==> config.mk <==
export PLATFORM = sky130hd
export DESIGN_NAME = load_store_unit
export DESIGN_NICKNAME = d
export VERILOG_FILES = /design/src/rtl/load_store_unit.sv
export SDC_FILE = /design/constraint.sdc
export NUM_CORES = 1
export LEC_CHECK = 0
export BUFFER_PORTS_ARGS = -buffer_cell sky130_fd_sc_hd__buf_2
export CORE_MARGIN = 2
export CORE_UTILIZATION = 51
export DETAILED_ROUTE_END_ITERATION = 8
export HOLD_SLACK_MARGIN = 0.12
export PLACE_DENSITY = 0.8
export SYNTH_ARGS = -nofsm -noshare
export SYNTH_HDL_FRONTEND = slang
export SYNTH_SLANG_ARGS = --single-unit
==> constraint.sdc <==
create_clock -name clk -period 4.5 [get_ports clk]
set_input_delay 0 -clock clk [delete_from_list [all_inputs] [get_ports clk]]
set_output_delay 0 -clock clk [all_outputs]
set_load 0.02 [all_outputs]
==> src/rtl/load_store_unit.sv <==
// Load/store unit: byte/word access to a 16-bit word memory.
// Byte stores read-modify-write through mem_wd as the merge register.
module load_store_unit #(
   parameter int MEM_WORDS = 256
) (
   input  logic        clk,
   input  logic        rst_n,
   input  logic        start,
   input  logic        is_store,
   input  logic        is_byte,
   input  logic        sign_ext,
   input  logic [15:0] base,
   input  logic [15:0] offset,
   input  logic [15:0] wdata,
   output logic        mem_read,
   output logic        mem_write,
   output logic [15:0] mem_addr,
   output logic [15:0] mem_wd,
   input  logic [15:0] mem_rd,
   output logic [15:0] load_data,
   output logic        busy,
   output logic        done,
   output logic        fault
);

   typedef enum logic [2:0] {
      IDLE,
      READ,
      CAPT,
      WRITE,
      DONE
   } state_t;

   localparam logic [31:0] WORDS = 32'(MEM_WORDS);

   state_t      state;
   logic        st_q;
   logic        byte_q;
   logic        sx_q;
   logic        lane_q;
   logic [7:0]  wb_q;

   logic [15:0] eff;
   logic [14:0] widx;
   logic        oob;
   logic [7:0]  rd_byte;
   logic [15:0] ld_val;
   logic [15:0] merge;

   always_comb begin
      eff   = base + offset;
      widx  = eff[15:1];
      oob   = ({17'd0, widx} >= WORDS);
      rd_byte = lane_q ? mem_rd[15:8] : mem_rd[7:0];
      ld_val  = mem_rd;
      if (byte_q) begin
         ld_val = {{8{sx_q & rd_byte[7]}}, rd_byte};
      end
      merge = lane_q ? {wb_q, mem_rd[7:0]} : {mem_rd[15:8], wb_q};
   end

   always_ff @(posedge clk) begin
      if (!rst_n) begin
         state     <= IDLE;
         st_q      <= 1'b0;
         byte_q    <= 1'b0;
         sx_q      <= 1'b0;
         lane_q    <= 1'b0;
         wb_q      <= 8'd0;
         mem_read  <= 1'b0;
         mem_write <= 1'b0;
         mem_addr  <= 16'd0;
         mem_wd    <= 16'd0;
         load_data <= 16'd0;
         busy      <= 1'b0;
         done      <= 1'b0;
         fault     <= 1'b0;
      end else begin
         mem_read  <= 1'b0;
         mem_write <= 1'b0;
         done      <= 1'b0;
         unique case (state)
            IDLE: begin
               if (start) begin
                  st_q     <= is_store;
                  byte_q   <= is_byte;
                  sx_q     <= sign_ext;
                  lane_q   <= eff[0];
                  wb_q     <= wdata[7:0];
                  mem_addr <= {1'b0, widx};
                  busy     <= 1'b1;
                  if (oob) begin
                     fault <= 1'b1;
                     done  <= 1'b1;
                     state <= DONE;
                  end else if (is_store && !is_byte) begin
                     fault     <= 1'b0;
                     mem_wd    <= wdata;
                     mem_write <= 1'b1;
                     state     <= WRITE;
                  end else begin
                     fault    <= 1'b0;
                     mem_read <= 1'b1;
                     state    <= READ;
                  end
               end
            end
            READ: begin
               state <= CAPT;
            end
            CAPT: begin
               if (st_q) begin
                  mem_wd    <= merge;
                  mem_write <= 1'b1;
                  state     <= WRITE;
               end else begin
                  load_data <= ld_val;
                  done      <= 1'b1;
                  state     <= DONE;
               end
            end
            WRITE: begin
               done  <= 1'b1;
               state <= DONE;
            end
            DONE: begin
               busy  <= 1'b0;
               fault <= 1'b0;
               state <= IDLE;
            end
            default: begin
               busy  <= 1'b0;
               state <= IDLE;
            end
         endcase
      end
   end

endmodule

# ---- Word level (Yosys, flattened, before mapping)
# Cells that the tools add are included.
dict set report totals {
  ff_bits 67
  latchBits 0
  mem_bits_rw 0
  rom_bits 0
  input_bits 70
  elab_cells 69
  memories 0
}
dict set report classes {
  addsub 1
  multipliers 0
  n_div 0
  n_lt_le_gt_ge 1
  n_eq_ne 8
  shift 0
  muxes 27
  n_bitwise 6
  n_reduce_logical 12
}
# op count
set ops {}
lappend ops {{$mux 16} 6}
lappend ops {{$pmux 16 s2} 1}
lappend ops {{$add 16x16->16} 1}
lappend ops {{$ge 15x9->1 const B} 1}
lappend ops {{$pmux 3 s4} 1}
lappend ops {{$mux 1} 10}
lappend ops {{$mux 3} 3}
lappend ops {{$mux 8} 1}
lappend ops {{$ne 2x2->1 const B} 4}
lappend ops {{$reduce_and 2->1} 4}
lappend ops {{$eq 3x2->1 const B} 2}
lappend ops {{$pmux 1 s2} 3}
lappend ops {{$not 1->1} 5}
lappend ops {{$reduce_and 5->1} 1}
lappend ops {{$reduce_bool 2->1} 2}
lappend ops {{$reduce_or 4->1} 1}
lappend ops {{$eq 3x1->1 const B} 1}
lappend ops {{$eq 3x3->1 const B} 1}
lappend ops {{$logic_not 3->1} 1}
lappend ops {{$pmux 1 s3} 1}
lappend ops {{$reduce_or 3->1} 1}
lappend ops {{$mux 2} 1}
lappend ops {{$and 1x1->1} 1}
lappend ops {{$logic_and 1x1->1} 1}
lappend ops {{$logic_not 1->1} 1}

# ---- Logic depth before layout (Yosys ltp)
# Gate-level depths: netlist of the first run.
dict set report depth {
  word_depth 6
  ltp_mapped 12
}

# ---- Worst setup path before layout of the first run
# Ideal clock, no wire load.
dict set report synth_timing {
  kind {in2reg}
  startpoint {in offset[0]}
  endpoint {reg mem_wd[0]}
  setup_ns 0.123
  arrival_time_ns 3.187
  required_time_ns 4.377
  setup_slack_ns 1.191
  stages 12
  path_buffers 2
  cell_sequence {ha_1 fa_1 a21o_1 a221o_1 a311o_1 nor2b_1 a2111oi_0 or4b_4 o32a_1 buf_6 buf_6 mux2i_1}
}
dict set report synth_between {
  elab_chain_cells 4
}
# item line
set synth_lines {}
lappend synth_lines {{from (decl)} 13} ;# input logic [15:0] offset,
lappend synth_lines {{$add 16x16->16} 51} ;# eff = base + offset;
lappend synth_lines {{$ge 15x9->1} 53} ;# oob = ({17'd0, widx} >= WORDS);
lappend synth_lines {{$ne 2x2->1 (no line)} --}
lappend synth_lines {{$reduce_and 5->1 (no line)} --}
lappend synth_lines {{to (signal assigned)} 98} ;# mem_wd <= wdata;
lappend synth_lines {{to (signal assigned)} 113} ;# mem_wd <= merge;
lappend synth_lines {{to (decl)} 18} ;# output logic [15:0] mem_wd,
# No other way between the ends.
# A chain may end at the register's enable or synchronous reset.

# ---- Worst setup path after layout of the first run
dict set report layout_timing {
  startpoint {in base[0]}
  endpoint {reg mem_wd[9]}
}
dict set report layout_between {
  elab_chain_cells 4
}
# item line
set layout_lines {}
lappend layout_lines {{from (decl)} 12} ;# input logic [15:0] base,
lappend layout_lines {{$add 16x16->16} 51}
lappend layout_lines {{$ge 15x9->1} 53}
lappend layout_lines {{$ne 2x2->1 (no line)} --}
lappend layout_lines {{$reduce_and 5->1 (no line)} --}
# No other way between the ends.

==> metrics, run 1 <==
worst reg2reg path depth=5; Worst Skew=0.008642 ns; Mapped Cells=448; via count=3776; Rows=31; crit path max fanout=17; max-capacitance violation count=0; die width=89.58 um; Num CTS Buffers=9; Reg2Reg Setup Slack=1.92 ns; clk_lat worst skew=0.34 ns; antenna violations before repair=0; Synth Warn #=0; Setup TNS=0 ns; fin nets=676; DR pass1 iterations=4; mux cell area share after synthesis=0.09146; Top FF cell, synth=dfxtp_1; FMAX=243.0 MHz; post-synth net total=534; Post-synth EDFFs=0; H-tree levels=3; global-route wire length before repair=15790 um; vias in the first global route=3412; num ports=123; final worst path period share=0.9146; status=finished clean; Area after DPL=4364 um^2; sequential share of the synthesized area=0.3591; nature of the critical path endpoint=register; PortBufs=121; area growth from synthesis to layout=31.16%; adder-cell area share of the yosys netlist=0.05561; total power=1383 uW; GR Overflow Total=0; Die Y=89.58 um; post-route ant nets=0; DRT iter0 DRCs=246; Starting Density=0.5205; Worst R2R Start=state[1]$_SDFFE_PN0P_; footprint of the multi-input gates=2245 um^2; Root Buffer=clkbuf_8; routability cong.=0.8732; die area=8024 um^2; drt wl/cell=15.07 um; largest family of logic cells by synthesized area=compound AO/OA/AOI/OAI gates; kind of critical path=in2reg; crit path time final=4.116 ns; ant diodes=0; post-synthesis xor/xnor area fraction=0.03518; clk slew on worst S/H paths=0.07 ns; CTS tree=yes; fin. max-slew vios=0; Leak=0.002361 uW; clock sinks=67; post_cts resized=0; critical path required time=4.68 ns; Via-to-Cell Ratio=5.441; fin area=4898 um^2; final WL=10460 um; CP startpoint kind=input port; Hold Crit Start=offset[15]; core area=7176 um^2; worst-margin pin slew=1.075 ns; RSZ-0062 raised after global routing=false; overall routing resource usage=0.2547; largest net degree at the start of global routing=48; Synth Area per Inst=8.337 um^2; maximum vdd drop=0.0001673 V; Synth Register Bits=67; worst hold path depth=5; Hold Crit Class=in2reg; Compound-Gate Fraction of Synth Area=0.2134; Cell Area, Synth=3735 um^2; CP Launch Point=base[0]; post-synthesis simple-gate area fraction=0.2027; Fin. Hold Viols=0; post-CTS setup buffers=0; Hold Path Sink=mem_addr[14]$_SDFFE_PN0P_; Fillers=568; sequential cell area=1341 um^2; fraction of layout cells with a size suffix above 1=0.2420; final HPWL from detailed placement=6833 um; Arr. time, crit path=4.29 ns; Critical R2R Capture=load_data[8]$_SDFFE_PN0P_; final setup fails=0; PD cells=282.3 nW/um^2; drt drc=0; Netlist cell types=47; asr flop ratio synth=0; slew margin rel.=0.2833; Longest Clk Path Bufs=2
-- synthesized netlist by cell type (2+ instances only) --
| master | count | area, um^2 |
|---|---|---|
| a211o_1 | 2 | 17.52 |
| a21o_1 | 6 | 45.04 |
| o21a_1 | 4 | 30.03 |
| and3_1 | 3 | 18.77 |
| nand3b_1 | 2 | 15.01 |
| inv_1 | 3 | 11.26 |
| or2_2 | 2 | 12.51 |
| a21oi_1 | 26 | 130.1 |
| dfxtp_1 | 67 | 1341 |
| nor4b_1 | 2 | 17.52 |
| mux2i_1 | 33 | 330.3 |
| xor2_1 | 7 | 61.31 |
| o211a_1 | 9 | 90.09 |
| xnor2_1 | 8 | 70.07 |
| o211ai_1 | 20 | 150.1 |
| nor2b_1 | 6 | 37.54 |
| ha_1 | 15 | 187.7 |
| and2_1 | 9 | 56.30 |
| buf_6 | 2 | 22.52 |
| clkbuf_1 | 28 | 105.1 |
| o21ai_0 | 20 | 100.1 |
| a21boi_0 | 20 | 150.1 |
| nor2_1 | 9 | 33.78 |
| nand2_1 | 94 | 352.8 |
| nand2b_1 | 11 | 68.82 |
| nand3_1 | 19 | 95.09 |
-- kinds of logic after synthesis --
kind of cell	after synthesis
mux	34
buf+inv	36
compound gates	116
simple gates	163
other cells	1
fa+ha+maj	16
flops	67
xor+xnor	15
-- how the worst max path moves through the flow --
stage	slack [ns]	cells past startpoint	end
final	0.38	12	mem_wd[9]$_SDFFE_PN0P_
after global routing	0.22	12	mem_wd[10]$_SDFFE_PN0P_
after CTS	0.38	12	mem_wd[1]$_SDFFE_PN0P_
after detailed placement	0.55	11	mem_wd[1]$_SDFFE_PN0P_
after global placement	0.73	11	mem_wd[8]$_SDFFE_PN0P_
after floorplan	1.19	12	mem_wd[0]$_SDFFE_PN0P_
-- stage by stage --
stage | utilization | std cells | hold WS [ns] | worst slack (ns)
after floorplan | - | 448 | 0.1407 | 1.191
after global placement | 0.6082 | 640 | 0.2733 | 0.7279
after detailed placement | 0.6082 | 640 | 0.2781 | 0.5524
after CTS | 0.6827 | 694 | 0.1328 | 0.3793
after global routing | 0.6827 | 694 | 0.1562 | 0.2246
final | 0.6827 | 694 | 0.1374 | 0.3844
-- layout by cell type (no fill, tap or decap), drive strengths merged, types with 7 or more instances in the layout --
master / n
xor2: 7
dlygate4sd3: 38
a21boi: 20
nand3: 19
mux2i: 33
ha: 15
a21oi: 26
dfxtp: 67
nand2b: 11
nor2: 9
clkbuf: 13
nand2: 94
buf: 126
xnor2: 8
o211ai: 20
o21ai: 20
o211a: 9
and2: 9
-- what timing repair did --
action	4_1_cts	5_1_grt
setup endpoints to repair	0	0
endpoints found under the hold margin	49	0
hold buffers	38	0
-- critical path, cell delays in order --
cell and delay [ns]:
dlygate4sd3_1 0.53, buf_2 0.12, ha_1 0.21, fa_1 0.41, a21o_1 0.21, a221o_1 0.36, a311o_1 0.45, nor2b_1 0.16
a2111oi_0 0.38, or4b_4 0.55, o32a_1 0.66, mux2i_1 0.24
-- cell type report --
| class | count | area share |
|---|---|---|
| multi-input cells | 345 | 0.4582 |
| flip-flops and latches | 67 | 0.2738 |
| repair buffers | 164 | 0.2089 |
| clock buffers | 13 | 0.02835 |
| well taps | 99 | 0.02529 |
| clock inverters | 3 | 0.003065 |
| inverters | 3 | 0.002299 |
-- flip-flops by register name (all words and copies together), names as in the netlist --
register	cells
load_data	16
sx_q	1
st_q	1
wb_q	8
mem_wd	16
mem_read	1
mem_addr	15
done	1
fault	1
mem_write	1
byte_q	1
lane_q	1
busy	1
state	3
-- report_power, final --
group | leakage [uW] | switching, uW | internal, uW
registers | 0.000545 | 18.0 | 618
clock network | 0.0000812 | 223 | 198
logic | 0.00173 | 176 | 150
total | 0.00236 | 417 | 966
-- metal layers --
layer / GRT usage / part of all wire
met1: 0.3132 / 0.43
met2: 0.4184 / 0.48
met3: 0.06490 / 0.066
met4: 0.1167 / 0.027
met5: 0 / 0
No activity file was read; power rests on OpenSTA's default activity.
==> inputs of run 2 (changes only) <==
--- a/config.mk
+++ b/config.mk
@@ -7,10 +7,9 @@
 export LEC_CHECK = 0
 export BUFFER_PORTS_ARGS = -buffer_cell sky130_fd_sc_hd__buf_2
 export CORE_MARGIN = 2
-export CORE_UTILIZATION = 51
+export CORE_UTILIZATION = 45
 export DETAILED_ROUTE_END_ITERATION = 8
-export HOLD_SLACK_MARGIN = 0.12
-export PLACE_DENSITY = 0.8
+export PLACE_DENSITY = 0.72
 export SYNTH_ARGS = -nofsm -noshare
 export SYNTH_HDL_FRONTEND = slang
 export SYNTH_SLANG_ARGS = --single-unit
==> run 2 against run 1 <==
Effect of this change:
- setup slack improved by 0.57 ns
- non-clock buffer count decreased by 11
- critical path depth is 1 lower
- register-to-register slack about the same
- cell area fell by 1.1%
- count of clock-buffer cells in the layout down 3
- sequential power about the same
- sequential share of layout area up 0.30 points
- final cell count down 0.72%
- clock skew increased by 0.0017 ns
- clock power up 21%
- power up 5.5%
- critical path type unchanged
- largest power group unchanged
==> metrics, run 2 (synthesis results as in run 1) <==
post-CTS setup buffers=0 (unchanged); Die Y=95.10 um (+6.2%); fraction of layout cells with a size suffix above 1=0.2534 (+0.01141); Num CTS Buffers=9 (unchanged); drt wl/cell=14.23 um (-5.6%); via count=3620 (-4.1%); met2 Use GR=0.3621 (-0.05636); core area=8134 um^2 (+13%); clk_lat worst skew=0.34 ns (about the same); Final Util=0.5956 (-0.08705); worst reg2reg path depth=5 (unchanged); Rows=33 (+6.5%); global-route wire length before repair=15610 um (-1.2%); slew margin rel.=0.3121 (+0.02874); kind of critical path=in2reg; fin. max-slew vios=0 (unchanged); CTS Hold Bufs=27 (-29%); Critical R2R Capture=load_data[9]$_SDFFE_PN0P_; post_cts resized=0 (unchanged); antenna violations before repair=0 (unchanged); met1 usage=0.2763 (-0.03689); num ports=123 (unchanged); leading cell types in the layout, fill and taps excluded=buf_2, nand2_1, dfxtp_1, mux2i_1, dlygate4sd3_1; routability cong.=0.8224 (-5.8%); CTS tree=yes; vias in the first global route=3459 (+1.4%); worst hold path depth=3 (-2); status=finished clean; Top Usage Layer GRT=met2; Area after DPL=4372 um^2 (+0.17%); clock sinks=67 (unchanged); Fin. Hold Viols=0 (unchanged); worst-margin pin slew=1.031 ns (-0.04450 ns); Worst R2R Start=state[1]$_SDFFE_PN0P_; critical path required time=4.76 ns (+0.08 ns); CP startpoint kind=input port; Leak=0.002336 uW (-1.1%); Min Hold Slack=0.009383 ns (-0.1280 ns); dpl cells=646 (+0.94%); GR Overflow Total=0 (unchanged); Root Buffer=clkbuf_8; maximum vdd drop=0.0001502 V (-10%); die area=9044 um^2 (+13%); FMAX=281.9 MHz (+16%); Arr. time, crit path=3.80 ns (-0.49 ns); crit path max fanout=17 (unchanged); die width=95.10 um (+6.2%); overall routing resource usage=0.2195 (-0.03520); Setup TNS=0 ns (unchanged); crit path time final=3.547 ns (-0.5685 ns); Worst Skew=0.01039 ns (+0.001749 ns); Hold Path Sink=mem_wd[13]$_SDFFE_PN0P_; final cell count without fillers=689 (-0.72%); Reg2Reg Setup Slack=1.92 ns (about the same); Starting Density=0.4592 (-0.06133); final WL=9804 um (-6.3%); drt drc=0 (unchanged); fin nets=665 (-1.6%); most common cell after layout, fill and taps aside=buf_2; met3 Use GR=0.05217 (-0.01273); max-capacitance violation count=0 (unchanged); post-route ant nets=0 (unchanged); Longest Clk Path Bufs=2 (unchanged); final setup fails=0 (unchanged); Top Registers=load_data x16, mem_wd x16, mem_addr x15; final HPWL from detailed placement=6784 um (-0.71%); ant diodes=0 (unchanged); RSZ-0062 raised after global routing=false; fin area=4845 um^2 (-1.1%); nature of the critical path endpoint=register; final worst path period share=0.7882 (-0.1263); largest net degree at the start of global routing=45 (-6.3%); Hold Crit Start=wdata[13]; Via-to-Cell Ratio=5.254 (-3.4%); area growth from synthesis to layout=29.72%; DR pass1 iterations=4 (unchanged); DRT iter0 DRCs=169 (-31%); Hold Crit Class=in2reg; PortBufs=121 (unchanged); PD cells=301.0 nW/um^2 (+6.6%); H-tree levels=3 (unchanged); clk slew on worst S/H paths=0.08 ns (about the same)
[run 2: changes by cell type in the layout (fill, tap and decap cells not counted)]
| cell | previous run | this run |
|---|---|---|
| bufinv_16 | 0 | 1 |
| clkbuf_1 | 4 | 0 |
| clkbuf_8 | 9 | 10 |
| clkinv_2 | 3 | 2 |
| clkinv_4 | 0 | 2 |
| clkinvlp_4 | 0 | 1 |
| dlygate4sd3_1 | 38 | 27 |
[run 2: how the worst max path moves through the flow]
| stage | cells past startpoint | endpoint | startpoint |
|---|---|---|---|
| after floorplan | 12 | mem_wd[0]$_SDFFE_PN0P_ | offset[0] |
| after global placement | 11 | mem_wd[10]$_SDFFE_PN0P_ | offset[0] |
| after detailed placement | 11 | mem_wd[13]$_SDFFE_PN0P_ | offset[0] |
| after CTS | 11 | mem_wd[13]$_SDFFE_PN0P_ | offset[0] |
| after global routing | 11 | mem_wd[10]$_SDFFE_PN0P_ | offset[0] |
| final | 11 | mem_wd[10]$_SDFFE_PN0P_ | offset[0] |
[run 2: critical path: stages]
cell and delay, ns:
buf_2 0.10, ha_1 0.23, fa_1 0.41, a21o_1 0.21, a221o_1 0.36, a311o_1 0.45
nor2b_1 0.16, a2111oi_0 0.35, or4b_4 0.55, o32a_1 0.65, mux2i_1 0.33
[run 2: routing by layer]
layer,up-vias,part of all wire
met4,0,0.016
li1,1838,-
met3,14,0.069
met1,1639,0.45
met5,-,0
met2,129,0.47
[run 2: final cells by class]
| type | count | area (um^2) |
|---|---|---|
| sequential | 67 | 1341 |
| tap | 105 | 131.4 |
| clock buffer | 10 | 137.6 |
| inverter | 3 | 11.26 |
| fill | 706 | 3289 |
| multi-input combinational | 345 | 2245 |
| clock inverter | 6 | 65.06 |
| timing repair buffer | 153 | 913.4 |
[run 2: power breakdown]
part,total [uW],internal [uW],switching (uW)
Sequential,635,618,17.0
Clock,511,271,240
Combinational,313,143,170
Total,1460,1030,427
[run 2: through the flow]
stage                     worst slack (ns)  total power (uW)
after floorplan                      1.191             846.8
after global placement              0.7358             935.9
after detailed placement            0.5952             939.9
after CTS                           0.9501              1470
after global routing                0.8086              1534
final                               0.9530              1458
